==> src/rtl/play_rate_dsp.sv <==
// Playback-rate stage between the SRAM controller and the I2S transmitter.
// Each I2S request yields exactly one output sample. Fast speeds decimate by
// fetching N samples and keeping the last one. Slow speeds stretch the signal
// by zero-order hold or by linear interpolation through a serial divider.
module play_rate_dsp (
   input  logic        i_clk,
   input  logic        i_rst,
   input  logic [2:0]  i_state,
   input  logic [3:0]  i_play_speed,
   input  logic        i_slot_way,
   input  logic        i_I2S_request,
   output logic        o_request_data,
   input  logic        i_data_valid,
   input  logic [15:0] i_data,
   output logic [15:0] o_data,
   output logic        o_valid
);

   localparam logic [2:0] PLAY_PLAY  = 3'b010;
   localparam logic [2:0] PLAY_PAUSE = 3'b011;

   typedef enum logic [2:0] {
      ST_IDLE,
      ST_FETCH,
      ST_WAIT,
      ST_DIV,
      ST_OUT
   } fsm_t;

   fsm_t               fsm;

   // sample history, phase and latched speed
   logic signed [15:0] prev;
   logic signed [15:0] cur;
   logic [2:0]         k;
   logic [3:0]         spd;

   // sequencing and divider state
   logic [2:0]         fetch_left;
   logic               use_div;
   logic [20:0]        div_q;
   logic [3:0]         div_rem;
   logic [4:0]         div_cnt;
   logic               div_neg;

   // acceptance-time decode of the incoming speed code
   logic               acc_fast;
   logic               acc_slow;
   logic [3:0]         acc_div;
   logic [2:0]         acc_k;
   logic [3:0]         wgt_prev;

   // interpolation numerator
   logic signed [20:0] prev_x;
   logic signed [20:0] cur_x;
   logic signed [20:0] w_prev_x;
   logic signed [20:0] w_cur_x;
   logic signed [20:0] num;
   logic [20:0]        num_mag;

   // run-time decode of the latched speed code and divider step
   logic               spd_slow;
   logic [3:0]         spd_div;
   logic [2:0]         k_next;
   logic [4:0]         trial;
   logic               ge;
   logic [3:0]         rem_next;
   logic [15:0]        quot_lo;
   logic [15:0]        quot;

   // Decode the request-time speed, form the interpolation numerator and the
   // next divider step; all purely combinational.
   always_comb begin
      acc_fast = i_play_speed[3] && (i_play_speed[2:0] != 3'd0);
      acc_slow = !i_play_speed[3] && (i_play_speed[2:0] != 3'd0);
      acc_div  = {1'b0, i_play_speed[2:0]} + 4'd1;
      acc_k    = (i_play_speed != spd) ? 3'd0 : k;
      wgt_prev = acc_div - {1'b0, acc_k};

      prev_x   = {{5{prev[15]}}, prev};
      cur_x    = {{5{cur[15]}}, cur};
      w_prev_x = {17'd0, wgt_prev};
      w_cur_x  = {18'd0, acc_k};
      num      = (prev_x * w_prev_x) + (cur_x * w_cur_x);
      num_mag  = num[20] ? (~num + 21'd1) : num;

      spd_slow = !spd[3] && (spd[2:0] != 3'd0);
      spd_div  = {1'b0, spd[2:0]} + 4'd1;
      k_next   = (k == spd[2:0]) ? 3'd0 : (k + 3'd1);

      // restoring step: bring down the next dividend bit, subtract if it fits
      trial    = {div_rem, div_q[20]};
      ge       = (trial >= {1'b0, spd_div});
      rem_next = ge ? (trial[3:0] - spd_div) : trial[3:0];

      quot_lo  = div_q[15:0];
      quot     = div_neg ? (~quot_lo + 16'd1) : quot_lo;
   end

   // Request sequencer, history update and registered outputs.
   always_ff @(posedge i_clk or negedge i_rst) begin
      if (!i_rst) begin
         fsm            <= ST_IDLE;
         prev           <= '0;
         cur            <= '0;
         k              <= '0;
         spd            <= '0;
         fetch_left     <= '0;
         use_div        <= 1'b0;
         div_q          <= '0;
         div_rem        <= '0;
         div_cnt        <= '0;
         div_neg        <= 1'b0;
         o_data         <= '0;
         o_valid        <= 1'b0;
         o_request_data <= 1'b0;
      end else if (i_state != PLAY_PLAY) begin
         // any in-flight operation is dropped; pause keeps the history
         fsm            <= ST_IDLE;
         o_valid        <= 1'b0;
         o_request_data <= 1'b0;
         if (i_state != PLAY_PAUSE) begin
            prev <= '0;
            cur  <= '0;
            k    <= '0;
            spd  <= '0;
         end
      end else begin
         o_valid        <= 1'b0;
         o_request_data <= 1'b0;
         case (fsm)
            ST_IDLE: begin
               if (i_I2S_request) begin
                  spd <= i_play_speed;
                  k   <= acc_k;
                  if (acc_slow && (acc_k != 3'd0)) begin
                     if (i_slot_way) begin
                        use_div <= 1'b0;
                        fsm     <= ST_OUT;
                     end else begin
                        use_div <= 1'b1;
                        div_q   <= num_mag;
                        div_neg <= num[20];
                        div_rem <= '0;
                        div_cnt <= '0;
                        fsm     <= ST_DIV;
                     end
                  end else begin
                     fetch_left     <= acc_fast ? i_play_speed[2:0] : 3'd0;
                     o_request_data <= 1'b1;
                     fsm            <= ST_FETCH;
                  end
               end
            end
            ST_FETCH: begin
               fsm <= ST_WAIT;
            end
            ST_WAIT: begin
               if (i_data_valid) begin
                  prev <= cur;
                  cur  <= i_data;
                  if (fetch_left != 3'd0) begin
                     fetch_left     <= fetch_left - 3'd1;
                     o_request_data <= 1'b1;
                     fsm            <= ST_FETCH;
                  end else begin
                     o_valid <= 1'b1;
                     fsm     <= ST_IDLE;
                     if (spd_slow) begin
                        // slow k==0 emits the sample that just became prev
                        o_data <= cur;
                        k      <= k_next;
                     end else begin
                        o_data <= i_data;
                     end
                  end
               end
            end
            ST_DIV: begin
               // dividend shifts out the top while quotient bits shift in below
               div_q   <= {div_q[19:0], ge};
               div_rem <= rem_next;
               div_cnt <= div_cnt + 5'd1;
               if (div_cnt == 5'd20) begin
                  fsm <= ST_OUT;
               end
            end
            ST_OUT: begin
               o_valid <= 1'b1;
               o_data  <= use_div ? quot : prev;
               k       <= k_next;
               fsm     <= ST_IDLE;
            end
            default: begin
               fsm <= ST_IDLE;
            end
         endcase
      end
   end

endmodule

==> config.mk <==
export PLATFORM = sky130hd
export DESIGN_NAME = play_rate_dsp
export DESIGN_NICKNAME = d
export VERILOG_FILES = /design/src/rtl/play_rate_dsp.sv
export SDC_FILE = /design/constraint.sdc
export NUM_CORES = 1
export LEC_CHECK = 0
export BUFFER_PORTS_ARGS = -buffer_cell sky130_fd_sc_hd__buf_2
export CORE_ASPECT_RATIO = 1.75
export CORE_MARGIN = 2
export CORE_UTILIZATION = 45
export CTS_CLUSTER_SIZE = 12
export DETAILED_ROUTE_END_ITERATION = 8
export GPL_ROUTABILITY_DRIVEN = 1
export PLACE_DENSITY = 0.66
export SYNTH_ARGS = -nofsm -noshare
export SYNTH_HDL_FRONTEND = slang
export SYNTH_SLANG_ARGS = --single-unit
==> constraint.sdc <==
create_clock -name i_clk -period 15.5 [get_ports i_clk]
set_input_delay 1.55 -clock i_clk [delete_from_list [all_inputs] [get_ports i_clk]]
set_output_delay 1.55 -clock i_clk [all_outputs]
set_load 0.01 [all_outputs]
==> summary.txt <==
Final Skew -> 8.98 ps
Initial antenna violation count -> 0
Clock transition at path regs -> 70 ps
Worst EP required -> 15780 ps
Synth Area per Inst -> 8.34 um2
Crit end category -> flop
Reg-to-reg startpoint -> spd[0]$_DFFE_PN0P_
Yosys warnings -> 0
Port buffer count -> 45
Slew Viols, Final -> 0
Leak -> 5.52 nW
Die width -> 117 um
Place WS -> 5820 ps
Total track usage -> 0.238
RSZ-0062 raised after global routing -> false
# DRC -> 0
Status -> finished, final reports clean
Worst-skew pair later-pin latency -> 370 ps
Root buf cell -> clkbuf_16
Top post-synthesis cells by count -> 186 x nand2_1, 145 x inv_1, 103 x o21ai_0
Minimum clock period -> 9270 ps
Avg Vias per Cell -> 5.44
Area grow syn2layout -> 7.93%
# hold bufs at CTS -> 0
# rows -> 72
Top-count cell post-synth -> nand2_1
Setup repair bufs after CTS -> 0
Fin. Hold Viols -> 0
CTS tree -> yes
Area leader, netlist -> dfrtp_1
R2R depth -> 26
CP Launch Type -> input pin
Worst R2R Setup Slack -> 7050 ps
Full die area -> 23500 um2
Vias in the first global route -> 8518
Global route total overflow -> 0
Reg2reg end -> div_q[11]$_DFFE_PN0P_
Boundary Pins -> 46
Register bit total from synthesis -> 95
Slowest cell delay on critical path -> 880 ps
Setup TNS -> 0 ps
Maximum Capacitance Violations -> 0
Area of placed instances -> 10500 um2
CTS buffer count -> 9
Least-Margin Pin Slew -> 1150 ps
Min Hold Slack -> 478 ps
PostCTS Resize Cnt -> 0
Slowest CP cell -> xnor2_1
Top_reg_cell synth -> dfrtp_1
Fraction of registers with async set/reset -> 1.00
Sequential element share of the synthesized area -> 0.238
Final setup violation count -> 0
H-tree levels -> 3
Detail Route Antenna Nets -> 0
Via count -> 8211
CP Max Fanout -> 52
Post-route clock period utilization -> 0.598
EDFF count, synth -> 0
Drt wl/cell -> 17.6 um
Ant diodes -> 0
Hold path cells -> 1
Worst vdd ir -> 0.0000524 V
Power Density -> 52.7 nW/um2
Gpl congestion -> 0.937
Fin nets -> 1399
CTS Sinks -> 95
Largest net degree at the start of global routing -> 65
Initial DRC Count -> 510
Max Clk Rate -> 108 MHz
Mapped cell area -> 10000 um2
CTS Buffer Depth -> 2
Hold path endpoint -> div_q[16]$_DFFE_PN0P_
Global-route wire length before repair -> 43.0 mm
Routed WL -> 26.6 mm
Die height -> 201 um
Share of cells above drive strength 1 -> 0.0783
Final instance area -> 10800 um2
Synth top area share -> 0.238
Finished Core Util -> 0.491
Syn Nets -> 1390
Post-DP HPWL -> 21.2 mm
Relative slew slack -> 0.230
Starting Density -> 0.455
CP arrival -> 9550 ps
CP Class -> in -> reg
TritonRoute pass-1 iters -> 5
Distinct cells, synth -> 62
Post-Syn Instances -> 1199
Top cells by area, synth -> dfrtp_1 24%, fa_1 17%, ha_1 9.8%
Worst hold path type -> reg -> reg
Core area -> 22000 um2
Final WS setup -> 6230 ps
Hold_sp -> div_q[16]$_DFFE_PN0P_
area by class of cell:
| cell class | count | area [um2] |
|---|---|---|
| Clock buffer | 10 | 239 |
| Clock inverter | 6 | 75.1 |
| Fill cell | 2210 | 11200 |
| Inverter | 145 | 544 |
| Multi-Input combinational cell | 903 | 6890 |
| Sequential cell | 95 | 2380 |
| Tap cell | 296 | 370 |
| Timing Repair Buffer | 54 | 295 |
sequential cells by signal, indices dropped and copies added (netlist names):
register	cells
div_neg	1
use_div	1
fetch_left	3
o_valid	1
o_data	16
div_cnt	5
o_request_data	1
div_rem	4
spd	4
k	3
div_q	21
prev	16
fsm	3
cur	16
per-layer routing:
metal | global-route usage | share of wire
met1 | 0.236 | 0.34
met3 | 0.0250 | 0.020
met5 | 0 | 0
met2 | 0.455 | 0.57
met4 | 0.149 | 0.064
cells in the final DEF, fill, tap and decap left out, types with 3 or more instances in the layout:
cell type | Yosys | layout
nor3b_1 | 3 | 3
clkbuf_16 | 0 | 9
o21ai_0 | 103 | 103
mux2i_1 | 23 | 23
xnor2_1 | 27 | 26
o211ai_1 | 4 | 4
a21o_1 | 8 | 8
nand4_1 | 3 | 3
xor2_1 | 27 | 27
o31ai_1 | 15 | 15
mux2_2 | 8 | 8
o21ai_1 | 5 | 4
a31oi_1 | 4 | 4
and2_1 | 33 | 33
dfrtp_1 | 95 | 95
and3_1 | 52 | 52
inv_1 | 145 | 145
nor2b_1 | 6 | 5
or3_1 | 10 | 10
nand3_1 | 17 | 17
buf_2 | 3 | 44
nor3_1 | 14 | 13
nand2_1 | 186 | 186
buf_4 | 3 | 10
a21oi_1 | 61 | 60
fa_1 | 85 | 85
nand2b_1 | 13 | 13
nor2_1 | 73 | 72
ha_1 | 78 | 78
o41ai_1 | 7 | 7
metrics by stage:
stage / power, mW / instances
after global routing: 0.592 / 1509
after CTS: 0.574 / 1509
after floorplan: 0.305 / 1199
after global placement: 0.332 / 1493
final: 0.568 / 1509
after detailed placement: 0.333 / 1493
how the worst max path moves through the flow:
stage                            end             from  depth (start not counted)
2_1_floorplan  div_q[17]$_DFFE_PN0P_  i_play_speed[0]                         27
3_3_place_gp   div_q[13]$_DFFE_PN0P_  i_play_speed[0]                         28
3_5_place_dp   div_q[11]$_DFFE_PN0P_  i_play_speed[0]                         27
4_1_cts        div_q[11]$_DFFE_PN0P_  i_play_speed[0]                         27
5_1_grt        div_q[11]$_DFFE_PN0P_  i_play_speed[0]                         27
6_report       div_q[11]$_DFFE_PN0P_  i_play_speed[0]                         27
cells by family (layout without fill, tap and decap cells):
group | count (synthesis) | after routing | share of synthesized area
mux | 31 | 31 | 0.0320
simple gates | 426 | 426 | 0.202
compound gates | 229 | 229 | 0.136
fa+ha+maj | 163 | 163 | 0.268
buf+inv | 201 | 215 | 0.0770
xor+xnor | 54 | 54 | 0.0473
flops | 95 | 95 | 0.238
report_power, final:
| part | internal, mW | total (mW) | switching, mW |
|---|---|---|---|
| combinational | 0.0229 | 0.0644 | 0.0415 |
| clock | 0.132 | 0.240 | 0.108 |
| sequential | 0.254 | 0.263 | 0.00889 |
| total | 0.409 | 0.568 | 0.159 |
worst max-delay path: cells and delay by family:
family	cells	cell delay, ps
buf+inv	5	630
compound gates	6	1440
fa+ha+maj	8	2850
simple gates	4	840
xor+xnor	4	2190
Power figures use the tool's default switching activity.
